<file path="config.mk">
export PLATFORM = sky130hd
export DESIGN_NAME = quadrature_position_decoder
export DESIGN_NICKNAME = d
export VERILOG_FILES = /design/src/rtl/quadrature_position_decoder.sv
export SDC_FILE = /design/constraint.sdc
export NUM_CORES = 1
export LEC_CHECK = 0
export ABC_CLOCK_PERIOD_IN_PS = 7490
export BUFFER_PORTS_ARGS = -buffer_cell sky130_fd_sc_hd__clkbuf_2
export CORE_AREA = 3 3 97 99
export DETAILED_ROUTE_END_ITERATION = 6
export DIE_AREA = 0 0 100 102
export MAX_ROUTING_LAYER = met4
export PLACE_DENSITY = 0.78
export SLEW_MARGIN = 20
export SYNTH_ARGS = -nofsm -noshare
export SYNTH_HDL_FRONTEND = slang
export SYNTH_SLANG_ARGS = --single-unit
</file>
<file path="constraint.sdc">
create_clock -name clk -period 7.49 [get_ports clk]
set_input_delay 0 -clock clk [delete_from_list [all_inputs] [get_ports clk]]
set_output_delay 0 -clock clk [all_outputs]
set_load 0.01 [all_outputs]
</file>
<file path="src/rtl/quadrature_position_decoder.sv">
// Quadrature encoder front end: synchronizes and de-glitches A/B/I, tracks the
// electrical cycle position, and measures signed velocity per fixed window.
module quadrature_position_decoder #(
    parameter int COUNTS_PER_CYCLE = 1170,
    parameter int FILTER_LEN       = 3,
    parameter int VEL_WINDOW       = 50000
) (
    input  logic        clk,
    input  logic        reset,
    input  logic        enable,
    input  logic        enc_a,
    input  logic        enc_b,
    input  logic        enc_i,
    input  logic        clear_error,
    output logic [12:0] cycle_position,
    output logic        direction,
    output logic        step_valid,
    output logic [15:0] velocity,
    output logic        velocity_valid,
    output logic        error_sticky
);

    localparam logic [12:0] POS_MAX   = 13'(COUNTS_PER_CYCLE - 1);
    localparam logic [3:0]  FILT_LAST = 4'(FILTER_LEN - 1);
    localparam logic [4:0]  INIT_LAST = 5'(FILTER_LEN + 2);
    localparam int          WIN_W     = (VEL_WINDOW > 2) ? $clog2(VEL_WINDOW) : 1;
    localparam logic [WIN_W-1:0] WIN_LAST = WIN_W'(VEL_WINDOW - 1);

    typedef enum logic {
        ST_INIT,
        ST_TRACK
    } state_t;

    // Bit order everywhere: [2]=index, [1]=A, [0]=B
    logic [2:0] sync1_q, sync1_d, sync2_q, sync2_d;
    logic       idx_prev_q, idx_prev_d;
    logic       idx_rise;
    logic [1:0] filt_ab;

    always_comb begin
        sync1_d    = {enc_i, enc_a, enc_b};
        sync2_d    = sync1_q;
        idx_prev_d = sync2_q[2];
    end

    assign idx_rise = sync2_q[2] & ~idx_prev_q;

    always_ff @(posedge clk or posedge reset) begin
        if (reset) begin
            sync1_q    <= '0;
            sync2_q    <= '0;
            idx_prev_q <= 1'b0;
        end else begin
            sync1_q    <= sync1_d;
            sync2_q    <= sync2_d;
            idx_prev_q <= idx_prev_d;
        end
    end

    genvar gi;
    generate
        for (gi = 0; gi < 2; gi++) begin : g_filt
            logic [3:0] cnt_q, cnt_d;
            logic       lvl_q, lvl_d;

            // Count consecutive disagreeing samples; any agreement restarts the run.
            always_comb begin
                cnt_d = '0;
                lvl_d = lvl_q;
                if (sync2_q[gi] != lvl_q) begin
                    if (cnt_q == FILT_LAST) begin
                        lvl_d = sync2_q[gi];
                    end else begin
                        cnt_d = cnt_q + 4'd1;
                    end
                end
            end

            always_ff @(posedge clk or posedge reset) begin
                if (reset) begin
                    cnt_q <= '0;
                    lvl_q <= 1'b0;
                end else begin
                    cnt_q <= cnt_d;
                    lvl_q <= lvl_d;
                end
            end

            assign filt_ab[gi] = lvl_q;
        end
    endgenerate

    state_t      state_q, state_d;
    logic [4:0]  init_cnt_q, init_cnt_d;
    logic [1:0]  prev_ab_q, prev_ab_d;
    logic [12:0] pos_q, pos_d;
    logic        dir_q, dir_d;
    logic        step_valid_q, step_valid_d;
    logic        err_q, err_d;
    logic        fwd_move, rev_move, illegal, step_up, step_dn;

    always_comb begin
        state_d      = state_q;
        init_cnt_d   = init_cnt_q;
        prev_ab_d    = prev_ab_q;
        pos_d        = pos_q;
        dir_d        = dir_q;
        step_valid_d = 1'b0;
        err_d        = err_q;
        fwd_move     = 1'b0;
        rev_move     = 1'b0;
        illegal      = 1'b0;
        step_up      = 1'b0;
        step_dn      = 1'b0;
        case (state_q)
            ST_INIT: begin
                // Let the filters settle on the idle levels before trusting them.
                if (init_cnt_q == INIT_LAST) begin
                    prev_ab_d = filt_ab;
                    state_d   = ST_TRACK;
                end else begin
                    init_cnt_d = init_cnt_q + 5'd1;
                end
            end
            ST_TRACK: begin
                prev_ab_d = filt_ab;
                illegal   = ((prev_ab_q ^ filt_ab) == 2'b11);
                case ({prev_ab_q, filt_ab})
                    4'b0001, 4'b0111, 4'b1110, 4'b1000: fwd_move = 1'b1;
                    4'b0100, 4'b1101, 4'b1011, 4'b0010: rev_move = 1'b1;
                    default: ;
                endcase
                if (enable) begin
                    if (fwd_move) begin
                        pos_d        = (pos_q == POS_MAX) ? 13'd0 : pos_q + 13'd1;
                        dir_d        = 1'b1;
                        step_valid_d = 1'b1;
                        step_up      = 1'b1;
                    end else if (rev_move) begin
                        pos_d        = (pos_q == 13'd0) ? POS_MAX : pos_q - 13'd1;
                        dir_d        = 1'b0;
                        step_valid_d = 1'b1;
                        step_dn      = 1'b1;
                    end
                    if (idx_rise) begin
                        pos_d = 13'd0;
                    end
                end
            end
            default: state_d = ST_INIT;
        endcase
        if (illegal) begin
            err_d = 1'b1;
        end else if (clear_error) begin
            err_d = 1'b0;
        end
    end

    always_ff @(posedge clk or posedge reset) begin
        if (reset) begin
            state_q      <= ST_INIT;
            init_cnt_q   <= '0;
            prev_ab_q    <= '0;
            pos_q        <= '0;
            dir_q        <= 1'b0;
            step_valid_q <= 1'b0;
            err_q        <= 1'b0;
        end else begin
            state_q      <= state_d;
            init_cnt_q   <= init_cnt_d;
            prev_ab_q    <= prev_ab_d;
            pos_q        <= pos_d;
            dir_q        <= dir_d;
            step_valid_q <= step_valid_d;
            err_q        <= err_d;
        end
    end

    logic [WIN_W-1:0]   win_q, win_d;
    logic signed [16:0] acc_q, acc_d;
    logic signed [16:0] step_amt;
    logic signed [17:0] acc_sum;
    logic signed [15:0] vel_q, vel_d;
    logic               vel_valid_q, vel_valid_d;

    always_comb begin
        step_amt    = step_up ? 17'sd1 : (step_dn ? -17'sd1 : 17'sd0);
        acc_sum     = {acc_q[16], acc_q} + {step_amt[16], step_amt};
        win_d       = '0;
        acc_d       = '0;
        vel_d       = vel_q;
        vel_valid_d = 1'b0;
        if (enable) begin
            if (win_q == WIN_LAST) begin
                // A step landing on the terminal clock opens the next window.
                if (acc_q > 17'sd32767) begin
                    vel_d = 16'sd32767;
                end else if (acc_q < -17'sd32768) begin
                    vel_d = -16'sd32768;
                end else begin
                    vel_d = acc_q[15:0];
                end
                vel_valid_d = 1'b1;
                acc_d       = step_amt;
            end else begin
                win_d = win_q + 1'b1;
                if (acc_sum > 18'sd65535) begin
                    acc_d = 17'sd65535;
                end else if (acc_sum < -18'sd65536) begin
                    acc_d = -17'sd65536;
                end else begin
                    acc_d = acc_sum[16:0];
                end
            end
        end
    end

    always_ff @(posedge clk or posedge reset) begin
        if (reset) begin
            win_q       <= '0;
            acc_q       <= '0;
            vel_q       <= '0;
            vel_valid_q <= 1'b0;
        end else begin
            win_q       <= win_d;
            acc_q       <= acc_d;
            vel_q       <= vel_d;
            vel_valid_q <= vel_valid_d;
        end
    end

    assign cycle_position = pos_q;
    assign direction      = dir_q;
    assign step_valid     = step_valid_q;
    assign velocity       = vel_q;
    assign velocity_valid = vel_valid_q;
    assign error_sticky   = err_q;

endmodule

</file>
==> flow_summary.json <==
{
  "dieArea_mm2": 0.0102,
  "cts.htree.levels": 3,
  "wl_um": 11100,
  "initial_core_util_pct": 59.2,
  "cts_setup_buffers": 0,
  "cp_top_family": "compound AO/OA/AOI/OAI gates",
  "core_area_mm2": 0.00864,
  "cp.arrival_ps": 4110,
  "gr-usage-all-layers_pct": 22.9,
  "critPathSlowestCell": "a21oi_1",
  "synth_cell_types": 66,
  "post-place-cells": 679,
  "switchingPower_uw": 924,
  "yosysTopAreaCell": "dfrtp_1",
  "setup_violations": 0,
  "finalPower_uw": 2090,
  "drt-pass1-iter-count": 4,
  "min_path_type": "in2async",
  "cts-root-buf": "clkbuf_8",
  "power_frac_comb_pct": 49.8,
  "netlist_instances": 548,
  "whs_ps": 58.8,
  "critPathBufInv": 1,
  "syn-num-nets": 583,
  "drv_slew": 0,
  "intPower_uw": 1170,
  "crit_type": "reg2reg",
  "grt_max_degree": 83,
  "grt_pass1_vias": 4107,
  "clockPowerShare_pct": 16.8,
  "drt_iter0_markers": 143,
  "fp.dieW_um": 100,
  "gp_congestion": 0.912,
  "antenna_found_initial": 0,
  "p_sw_share_pct": 44.2,
  "worstSetupEndpointType": "register",
  "status": "complete, no violations",
  "power.leakage_uw": 0.00263,
  "finalSetupTns_ps": 0,
  "ys.flop_type": "dfrtp_1",
  "period_needed_ps": 3920,
  "die_y_um": 102,
  "pwr-share-seq_pct": 33.4,
  "cts.sinks": 91,
  "maxCapViolCount": 0,
  "yosysMostFrequentCell": "dfrtp_1",
  "required_ps": 7680,
  "worst_slew_pin_slew_ps": 1100,
  "synth_edf_count": 0,
  "drive_gt1_share_pct": 12.6,
  "grt_pass1_wl_um": 18600,
  "dp_slack_ps": 3590,
  "max_freq_mhz": 255,
  "clkSlewWorstSetupHoldPaths_ps": 100,
  "hold_viol_final": 0,
  "ys_ff_latch": 91,
  "power.density_mw_per_mm2": 368,
  "dr_total_vias": 4219,
  "overflow": 0,
  "syn2layout_area_growth_pct": 11.1,
  "io_buffers": 39,
  "synth_top_area_share_pct": 44.6,
  "cp_common_cell": "a21oi_1",
  "viasPerCell": 6.01,
  "clkLatencyLatePin_ps": 360,
  "io_pins": 40,
  "diodes": 0,
  "period_share_pct": 52.3,
  "yosysSeqAreaShare_pct": 44.6,
  "fillCellCount": 690,
  "placementRows": 34,
  "numCtsBuffers": 9,
  "syn_area_per_cell_um2": 9.33,
  "synth_area_leaders": "dfrtp_1, ha_1, o21ai_0, nand2_1, xor2_1",
  "crit_path_cell_trace": "xor2_1, nand2_1, nor2_1, buf_4, ha_1, a21oi_1, nor2b_1, a311o_1, a221oi_4, o2111ai_1, a21oi_1, a21oi_1",
  "worst_slack_ps": 3570,
  "wl_per_cell_um": 15.9,
  "hpwl_um": 7570,
  "drc": 0,
  "finClkSkew_ps": 12.5,
  "timing.slew.headroom_pct": 26.8,
  "syn_area_mm2": 0.00511,
  "rsz0062_at_grt": "false",
  "ant_nets": 0,
  "tritoncts": "done",
  "synth_async_sr_flop_share_pct": 100,
  "slowest_delay_ps": 870,
  "final_nets": 624,
  "yosysWarnings": 0,
  "clockBufferDepth": 2,
  "crit_path_start_kind": "register",
  "synthTopCellsByCount": "dfrtp_1, nand2_1, nor2_1, o21ai_0, a21oi_1",
  "ir_drop_v": 0.000182,
  "final_cells": 702,
  "cp_max_fo": 18
}
## worst register-to-register path: stages, from the launching register on
cell,delay [ps]
dfrtp_1,440
xor2_1,250
nand2_1,140
nor2_1,110
buf_4,240
ha_1,330
a21oi_1,180
nor2b_1,60
a311o_1,400
a221oi_4,440
o2111ai_1,180
a21oi_1,870
a21oi_1,120
## power by group through the flow
stage | clock (uW) | sequential, uW | combinational [uW]
3_3_place_gp | 0 | 699 | 975
3_5_place_dp | 0 | 705 | 1010
4_1_cts | 358 | 696 | 1020
6_report | 351 | 698 | 1040
2_1_floorplan | 0 | 680 | 797
5_1_grt | 377 | 713 | 1160
## layout make-up
class / instances / area [um2] / area share [%]
clock buffers: 11 / 151 / 2.67
clock inverters: 5 / 60.1 / 1.06
flip-flops and latches: 91 / 2280 / 40.1
multi-input cells: 419 / 2690 / 47.3
well taps: 108 / 135 / 2.38
inverters: 20 / 76.3 / 1.34
repair buffers: 48 / 290 / 5.11
## repair_timing
| action | 4_1_cts | 5_1_grt |
|---|---|---|
| endpoints found under the hold margin | 14 | 0 |
| hold buffers | 6 | 0 |
| gates resized for setup | 0 | 0 |
| setup endpoints to repair | 0 | 0 |
## final timing paths
check | from | end | slack [ps] | cells past startpoint
min in group clk | enc_i | sync1_q[2] | 290 | 2
worst min-delay path | reset | cycle_position[6] | 60 | 3
worst max register to register | g_filt[1].lvl_q | acc_q[15] | 3570 | 12
max in group asynchronous | reset | g_filt[0].cnt_q[3] | 6430 | 5
worst min register to register | sync1_q[1] | sync2_q[1] | 360 | 0
worst max-delay path | g_filt[1].lvl_q | acc_q[15] | 3570 | 12
## cells in the final DEF (no fill, tap or decap), types with 4 or more instances in the layout
cell | netlist | final
nand2b_1 | 7 | 7
nand4_1 | 6 | 6
o31ai_1 | 4 | 4
clkbuf_8 | 0 | 11
nand2_1 | 63 | 63
or2_2 | 5 | 5
nand3_1 | 16 | 16
ha_1 | 27 | 27
mux2_2 | 5 | 5
dfrtp_1 | 91 | 91
and3_1 | 11 | 11
a31oi_1 | 6 | 5
xnor2_1 | 18 | 18
nor2_1 | 55 | 55
o211ai_1 | 5 | 5
nor3_1 | 7 | 7
o21ai_0 | 55 | 55
clkbuf_2 | 0 | 39
a21oi_1 | 33 | 33
xor2_1 | 24 | 24
a21o_1 | 7 | 7
inv_1 | 20 | 19
dlygate4sd3_1 | 0 | 6
nor2b_1 | 5 | 5
## per-stage QoR
step / instance area, um2 / util (%)
after floorplan: 5110 / -
after global placement: 5380 / 62.3
after detailed placement: 5380 / 62.3
after CTS: 5650 / 65.5
after global routing: 5680 / 65.8
final: 5680 / 65.8
## layer usage
metal	vias to the layer above	global-route usage (%)	wire, um
met5	-	-	0
met4	0	7.15	184
met3	21	3.28	528
met2	118	37.4	5340
met1	2054	29.9	5080
li1	2026	-	-
## cell families (layout without fill, tap and decap cells)
logic type               Yosys count  in the layout  share of synthesized area, %
buffers and inverters             38             84                          2.96
XOR/XNOR                          42             42                          7.20
AO/OA/AOI/OAI                    145            145                          18.1
AND/OR/NAND/NOR                  197            197                          18.7
multiplexers                       6              6                          1.30
flip-flops                        91             91                          44.6
adder cells (fa/ha/maj)           29             29                          7.20
## state kept, by name (all words and copies together), names as in the netlist
register / flops
direction: 1
acc_q: 17
init_cnt_q: 5
state_q: 1
win_q: 16
sync1_q: 3
velocity_valid: 1
cycle_position: 13
g_filt.cnt_q: 8
idx_prev_q: 1
sync2_q: 3
step_valid: 1
velocity: 16
g_filt.lvl_q: 2
error_sticky: 1
prev_ab_q: 2
Power figures use the tool's default switching activity.
